### src/rtl/pkt_sink_monitor.sv
// Packet stream sink with programmable backpressure, framing checks and packet statistics.
// Optional define SINK_LATENCY_EN adds last_cycles (first-word-to-EOP cycle span of the last packet).
module pkt_sink_monitor #(
    parameter int DATA_WIDTH = 64,
    parameter int CTRL_WIDTH = 8,
    parameter int CNT_WIDTH  = 32,
    parameter int LEN_WIDTH  = 16
) (
    input  logic                  clk,
    input  logic                  rst,
    input  logic [DATA_WIDTH-1:0] in_data,
    input  logic [CTRL_WIDTH-1:0] in_ctrl,
    input  logic                  in_wr,
    output logic                  in_rdy,
    input  logic [7:0]            throttle_mask,
    input  logic                  clr_stats,
    output logic                  pkt_done,
    output logic [CNT_WIDTH-1:0]  pkt_count,
    output logic [CNT_WIDTH-1:0]  word_count,
    output logic [LEN_WIDTH-1:0]  last_len,
    output logic [DATA_WIDTH-1:0] last_xor,
    output logic                  hdr_err,
    output logic                  ovf_err
`ifdef SINK_LATENCY_EN
    ,
    output logic [LEN_WIDTH-1:0]  last_cycles
`endif
);

    typedef enum logic {
        HDR,
        PAYLOAD
    } state_t;

    state_t                state, state_nxt;
    logic [2:0]            phase;
    logic [LEN_WIDTH-1:0]  len_acc, len_nxt, len_inc;
    logic [DATA_WIDTH-1:0] xor_acc, xor_nxt;
    logic                  accept;
    logic                  eop;
    logic                  set_hdr_err;

    assign accept  = in_wr && in_rdy;
    assign len_inc = (len_acc == '1) ? len_acc : len_acc + LEN_WIDTH'(1);

    always_comb begin
        state_nxt   = state;
        len_nxt     = len_acc;
        xor_nxt     = xor_acc;
        eop         = 1'b0;
        set_hdr_err = 1'b0;
        if (accept) begin
            case (state)
                HDR: begin
                    if (in_ctrl != '0) begin
                        len_nxt = len_inc;
                    end else if (len_acc != '0) begin
                        xor_nxt   = in_data;
                        len_nxt   = len_inc;
                        state_nxt = PAYLOAD;
                    end else begin
                        // payload with no preceding header: flagged and discarded
                        set_hdr_err = 1'b1;
                    end
                end
                PAYLOAD: begin
                    if (in_ctrl == '0) begin
                        xor_nxt = xor_acc ^ in_data;
                        len_nxt = len_inc;
                    end else begin
                        eop       = 1'b1;
                        len_nxt   = '0;
                        xor_nxt   = '0;
                        state_nxt = HDR;
                    end
                end
                default: state_nxt = HDR;
            endcase
        end
    end

    always_ff @(posedge clk) begin
        if (rst) begin
            state      <= HDR;
            phase      <= '0;
            in_rdy     <= 1'b0;
            len_acc    <= '0;
            xor_acc    <= '0;
            pkt_done   <= 1'b0;
            pkt_count  <= '0;
            word_count <= '0;
            last_len   <= '0;
            last_xor   <= '0;
            hdr_err    <= 1'b0;
            ovf_err    <= 1'b0;
        end else begin
            state    <= state_nxt;
            phase    <= phase + 3'd1;
            in_rdy   <= ~throttle_mask[phase];
            len_acc  <= len_nxt;
            xor_acc  <= xor_nxt;
            pkt_done <= eop;
            // a coincident clear overrides every statistics update in the same cycle
            if (clr_stats) begin
                pkt_count  <= '0;
                word_count <= '0;
                last_len   <= '0;
                last_xor   <= '0;
                hdr_err    <= 1'b0;
                ovf_err    <= 1'b0;
            end else begin
                if (accept) word_count <= word_count + CNT_WIDTH'(1);
                if (eop) begin
                    pkt_count <= pkt_count + CNT_WIDTH'(1);
                    last_len  <= len_inc;
                    last_xor  <= xor_acc ^ in_data;
                end
                if (set_hdr_err) hdr_err <= 1'b1;
                if (in_wr && !in_rdy) ovf_err <= 1'b1;
            end
        end
    end

`ifdef SINK_LATENCY_EN
    logic [LEN_WIDTH-1:0] cyc_acc, cyc_inc;

    assign cyc_inc = (cyc_acc == '1) ? cyc_acc : cyc_acc + LEN_WIDTH'(1);

    // a nonzero len_acc means a packet is in flight, so the span counter keeps running through stalls
    always_ff @(posedge clk) begin
        if (rst) begin
            cyc_acc     <= '0;
            last_cycles <= '0;
        end else begin
            if (eop) begin
                cyc_acc <= '0;
            end else if (accept && state == HDR && len_acc == '0 && in_ctrl != '0) begin
                cyc_acc <= LEN_WIDTH'(1);
            end else if (len_acc != '0) begin
                cyc_acc <= cyc_inc;
            end
            if (clr_stats) begin
                last_cycles <= '0;
            end else if (eop) begin
                last_cycles <= cyc_inc;
            end
        end
    end
`endif

endmodule

### config.mk
export PLATFORM = sky130hd
export DESIGN_NAME = pkt_sink_monitor
export DESIGN_NICKNAME = d
export VERILOG_FILES = /design/src/rtl/pkt_sink_monitor.sv
export SDC_FILE = /design/constraint.sdc
export NUM_CORES = 1
export LEC_CHECK = 0
export CAP_MARGIN = 30
export CORE_ASPECT_RATIO = 0.5
export CORE_UTILIZATION = 45
export CTS_BUF_LIST = sky130_fd_sc_hd__clkbuf_4 sky130_fd_sc_hd__clkbuf_8
export DETAILED_ROUTE_END_ITERATION = 8
export MAX_ROUTING_LAYER = met4
export PLACE_DENSITY = 0.72
export SLEW_MARGIN = 20
export SYNTH_ARGS = -nofsm -noshare
export SYNTH_HDL_FRONTEND = slang
export SYNTH_SLANG_ARGS = --single-unit
export TNS_END_PERCENT = 1
### constraint.sdc
create_clock -name clk -period 2.9 [get_ports clk]
set_clock_uncertainty 0.05 [all_clocks]
set_input_delay 0.435 -clock clk [delete_from_list [all_inputs] [get_ports clk]]
set_output_delay 0.435 -clock clk [all_outputs]
set_load 0.01 [all_outputs]
# Yosys cells after proc, flatten, opt, wreduce, memory -nomap -nowiden
# Cells that the tools add are included.
# totals
reg_bits	232
input_bits	84
out_inout_bits	148
word_cells	55
# classes
addsub	4
n_lt_le_gt_ge	1
n_eq_ne	4
muxes	22
n_bitwise	3
n_reduce_logical	9
# op_table
cell	n
$mux W64	3
$pmux W64 S2	1
$add A32 B1 Y32 const B	2
$mux W16	4
$xor A64 B64 Y64	1
$pmux W16 S2	1
$add A16 B1 Y16 const B	1
$eq A16 B16 Y1 const B	1
$reduce_bool A16 Y1	1
$mux W1	11
$logic_not A8 Y1	1
$reduce_bool A8 Y1	1
$lt A3 B4 Y1 const B	1
$ne A2 B2 Y1 const B	2
$add A3 B1 Y3 const B	1
$bmux W1 S3	1
$ne A3 B3 Y1 const B	1
$reduce_and A3 Y1	1
$logic_and A1 B1 Y1	2
$not A1 Y1	2
$pmux W1 S2	1
$reduce_and A2 Y1	1
$reduce_or A2 Y1	1
$logic_not A1 Y1	1

# Depth between registers and ports, before layout
# depth
depth_word	5
mapped_depth	9
ltp_nobuf	7

# Worst setup path after synthesis
# Ideal clock, no wire load.
# synth_path
kind	input to register
from	in in_ctrl[5]
to	reg last_len[12]
t_arrival_ns	1.973
path_slack_ns	0.751
stages	8
path_buffers	4
path_cell_list	or4_1 -> clkbuf_1 -> o211a_1 -> clkbuf_1 -> buf_2 -> clkbuf_1 -> o21ai_0 -> a31oi_1
# synth_between
elab_chain_cells	4
# synth_rtl
item	line_no	text
from (decl)	12	input logic [CTRL_WIDTH-1:0] in_ctrl,
$logic_not A8 Y1	67	if (in_ctrl == '0) begin
$mux W1	67	
$mux W1	53	case (state)
$mux W1	52	if (accept) begin
to (signal assigned)	115	last_len <= len_inc;
to (decl)	20	output logic [LEN_WIDTH-1:0] last_len,
# No other way between the ends.
# A chain may end at the register's enable or synchronous reset.

# Worst setup path after layout
# layout_path
from	reg len_acc[0]
to	reg xor_acc[2]
# layout_between
elab_chain_cells	3
# layout_rtl
item	line_no	text
from (decl)	37	logic [LEN_WIDTH-1:0] len_acc, len_nxt, len_inc;
from (signal assigned)	100	len_acc <= len_nxt;
$reduce_bool A16 Y1	57	end else if (len_acc != '0) begin
$ne A2 B2 Y1 (no line)	-	
$reduce_and A3 Y1 (no line)	-	
to (signal assigned)	101	xor_acc <= xor_nxt;
to (decl)	38	logic [DATA_WIDTH-1:0] xor_acc, xor_nxt;
# No other way between the ends.

==> flow_metrics.env <==
export IMPL_clock_power_share_pct=44.2
export IMPL_fillers=2137
export IMPL_switching_share_pct=23.6
export IMPL_power_switching_mw=1.53
export IMPL_routedWlPerCell_um=16.5
export IMPL_postCtsResizedCells=0
export IMPL_worstRegToRegCells=8
export IMPL_num_vias=10054
export IMPL_place_area_um2=13800
export IMPL_syn_num_nets=1372
export IMPL_clk_path_buf_depth=3
export IMPL_root_buffer="clkbuf_8"
export IMPL_track_usage_pct=24.0
export IMPL_finalInstanceArea_um2=14500
export IMPL_cts_clk_slew_worst_paths_ns=0.07
export IMPL_holdPathEnd="len_acc[3]"
export IMPL_cp_num_buf_inv=2
export IMPL_grt_pass1_vias=9590
export IMPL_die_area_um2=25500
export IMPL_floorplan_initialDensity_pct=46.3
export IMPL_r2r_start="len_acc[0]"
export IMPL_status="complete, no violations"
export IMPL_ys_async_sr_fraction_pct=0
export IMPL_grt_max_degree=78
export IMPL_drt_iter0_drc=632
export IMPL_p_int_mw=4.95
export IMPL_synth_top_cell_by_area="dfxtp_1"
export IMPL_io_pin_count=232
export IMPL_critPathArrivalTime_ns=2.87
export IMPL_grt_overflow=0
export IMPL_p_comb_share_pct=6.2
export IMPL_die_y_um=113
export IMPL_path_delay_family="compound AO/OA/AOI/OAI gates"
export IMPL_io_buffers=231
export IMPL_wl_um=30400
export IMPL_ys_top_cells_by_area="dfxtp_1 (42%), xnor2_1 (13%), nor2_1 (4.6%)"
export IMPL_final_layout_size_suffix_gt1_share_pct=7.58
export IMPL_power_frac_seq_pct=49.6
export IMPL_drc=0
export IMPL_tightest_slew_ns=0.919
export IMPL_synth_seq_area_share_pct=41.5
export IMPL_grt_pass1_wl_um=48800
export IMPL_worstHoldStart="rst"
export IMPL_ys_warn_count=0
export IMPL_synth_ff_type="dfxtp_1"
export IMPL_cts_sinks=232
export IMPL_area_delta_synth_final_pct=29.9
export IMPL_postRouteAntennaNets=0
export IMPL_finalHoldViolations=0
export IMPL_slew_headroom_pct=38.8
export IMPL_fin_crit_sh_pct=88.2
export IMPL_ir_drop_mv=0.206
export IMPL_hp_class="input port to flip-flop"
export IMPL_ff2ff_setup_slack_ns=0.34
export IMPL_synth_top_area_share_pct=41.5
export IMPL_regArea_um2=4650
export IMPL_rsz0062_at_grt="no"
export IMPL_drv_slew=0
export IMPL_required_ns=3.22
export IMPL_p_leak_nw=4.24
export IMPL_reg2reg_to="xor_acc[2]"
export IMPL_path_max_fanout=39
export IMPL_synth_edf_count=0
export IMPL_finalCriticalPeriod_ns=2.56
export IMPL_clkLatencyLatePin_ns=0.53
export IMPL_cts_buffers=36
export IMPL_synth_cell_types=62
export IMPL_postSynthAreaPerCell_um2=8.72
export IMPL_synthesis_instances=1283
export IMPL_whs_path_depth=3
export IMPL_critical_path_class="flip-flop to flip-flop"
export IMPL_num_nets_final=1569
export IMPL_die_x_um=225
export IMPL_routabilityCongestion=0.881
export IMPL_postCtsHoldBufs=0
export IMPL_worstSetupStartpointType="flip-flop"
export IMPL_core_region_area_um2=24200
export IMPL_setup_viol_count_final=0
export IMPL_htree_levels=2
export IMPL_cap_violations=0
export IMPL_slowest_stage="o41ai_4"
export IMPL_cp_cell_sequence="inv_1, ha_1, or4b_4, o41ai_4, nor2_4, buf_12, nand3b_1, a21oi_1"
export IMPL_final_setup_tns_ns=0
export IMPL_crit_path_end_kind="flip-flop"
export IMPL_clock_fmax_mhz=391
export IMPL_cts_tree="yes"
export IMPL_hpwl_um=20600
export IMPL_rows=40
export IMPL_dr_pass1_iters=5
export IMPL_pwr_density_cell_nw_per_um2=446
export IMPL_cts_setup_buffers=0
export IMPL_ys_ff_latch=232
export IMPL_antenna_found_initial=1
export IMPL_critPathMaxStageDelay_ns=0.68
export IMPL_multiInputGateArea_um2=6000
export IMPL_netlist_area_um2=11200
export IMPL_avgViaCountPerCell=5.46
-- worst min-delay path: stages --
cell and delay [ns]:
buf_2 0.17, o2bb2ai_1 0.14, a32o_1 0.12
-- cell usage in the layout (no fill, tap or decap), types with 5 or more instances in the layout --
cell type          n
dfxtp_1          231
clkdlybuf4s50_1  230
xnor2_1          169
nor2_1           137
a21oi_1           91
nor3_1            77
nand3b_1          68
a211oi_1          66
clkbuf_8          46
o21ai_0           40
o21ai_1           40
nand2_1           36
nand3_1           34
nand4_1           23
xor2_1            22
buf_4             21
nor4_1            18
and4_1            14
a31oi_1           12
clkbuf_4          11
inv_1             10
and3_1             9
buf_12             9
or4_1              7
and2_1             6
o2bb2ai_1          5
o31ai_1            5
ha_1               5
-- flip-flops by register name, indices dropped and copies added (netlist names), 3 cells and up --
register,count
last_xor,64
word_count,32
phase,3
len_acc,16
last_len,16
pkt_count,32
xor_acc,64
-- how the worst max path moves through the flow --
| stage | startpoint | to | slack, ns | cells after the start |
|---|---|---|---|---|
| after floorplan | in_ctrl[5] | last_len[12] | 0.75 | 8 |
| after global placement | in_ctrl[5] | xor_acc[41] | 0.1 | 7 |
| after detailed placement | in_ctrl[5] | xor_acc[2] | 0.04 | 7 |
| after CTS | len_acc[0] | xor_acc[2] | 0.36 | 8 |
| after global routing | len_acc[0] | xor_acc[2] | 0.26 | 7 |
| final | len_acc[0] | xor_acc[2] | 0.34 | 8 |
-- cell families after synthesis --
group                    Yosys count  synth area share [%]
flip-flops                       232                  41.5
AO/OA/AOI/OAI                    283                  15.5
AND/OR/NAND/NOR                  454                  21.9
buffers and inverters            113                  4.92
adder cells (fa/ha/maj)            5                 0.559
XOR/XNOR                         191                  15.0
multiplexers                       5                 0.671
-- routing by layer --
| metal | GRT usage, % | part of all wire (%) | up-vias | routed length (µm) |
|---|---|---|---|---|
| met4 | 6.76 | 1.9 | 0 | 584 |
| met2 | 40.6 | 49 | 235 | 14900 |
| li1 | - | - | 4957 | - |
| met1 | 29.3 | 45 | 4811 | 13600 |
| met5 | - | 0 | - | 0 |
| met3 | 4.38 | 4.5 | 51 | 1360 |
-- area by class of cell --
cell class | instances | share of cell area (%)
antenna | 1 | 0.0172
tap | 336 | 2.89
sequential | 232 | 32.0
multi-input combinational | 938 | 41.3
timing repair buffer | 262 | 18.4
clock buffer | 57 | 4.93
inverter | 10 | 0.258
clock inverter | 5 | 0.207
-- through the flow --
| step | util [%] | std cells | setup WS, ns | hold slack (ns) | power [mW] |
|---|---|---|---|---|---|
| 6_report | 60.1 | 1841 | 0.343 | 0.324 | 6.48 |
| 5_1_grt | 60.1 | 1841 | 0.262 | 0.308 | 6.74 |
| 4_1_cts | 60.1 | 1840 | 0.355 | 0.289 | 6.55 |
| 3_5_place_dp | 57.0 | 1778 | 0.0438 | 0.394 | 3.69 |
| 3_3_place_gp | 56.9 | 1777 | 0.0982 | 0.394 | 3.68 |
| 2_1_floorplan | - | 1283 | 0.751 | 0.409 | 3.48 |
-- synth_stat cells (all sizes together), types with 2 or more instances --
master and instances:
nor2b 2, o41ai 3, a21o 2, nand3b 68, nor4 19, dfxtp 232
a31oi 12, nor2 139, or3 2, and4 14, nand2 36, or4 10
clkbuf 53, o21ai 80, mux2i 3, a211oi 67, nor3 77, o2111ai 2
or2 6, mux4 2, a311oi 2, nand3 34, o2bb2ai 5, nand4 23
ha 5, nand2b 3, buf 50, o211ai 3, nor4b 2, xnor2 169
xor2 22, and2 6, inv 10, and3 9, a21oi 92, o31ai 5
-- power groups by stage --
| stage | Combinational, mW | Sequential, mW | Clock (mW) |
|---|---|---|---|
| floorplan | 0.198 | 3.28 | 0 |
| global placement | 0.397 | 3.28 | 0 |
| detailed placement | 0.401 | 3.28 | 0 |
| CTS | 0.403 | 3.21 | 2.93 |
| global route | 0.431 | 3.21 | 3.09 |
| finish | 0.403 | 3.21 | 2.86 |
(Power assumes the default switching activity.)
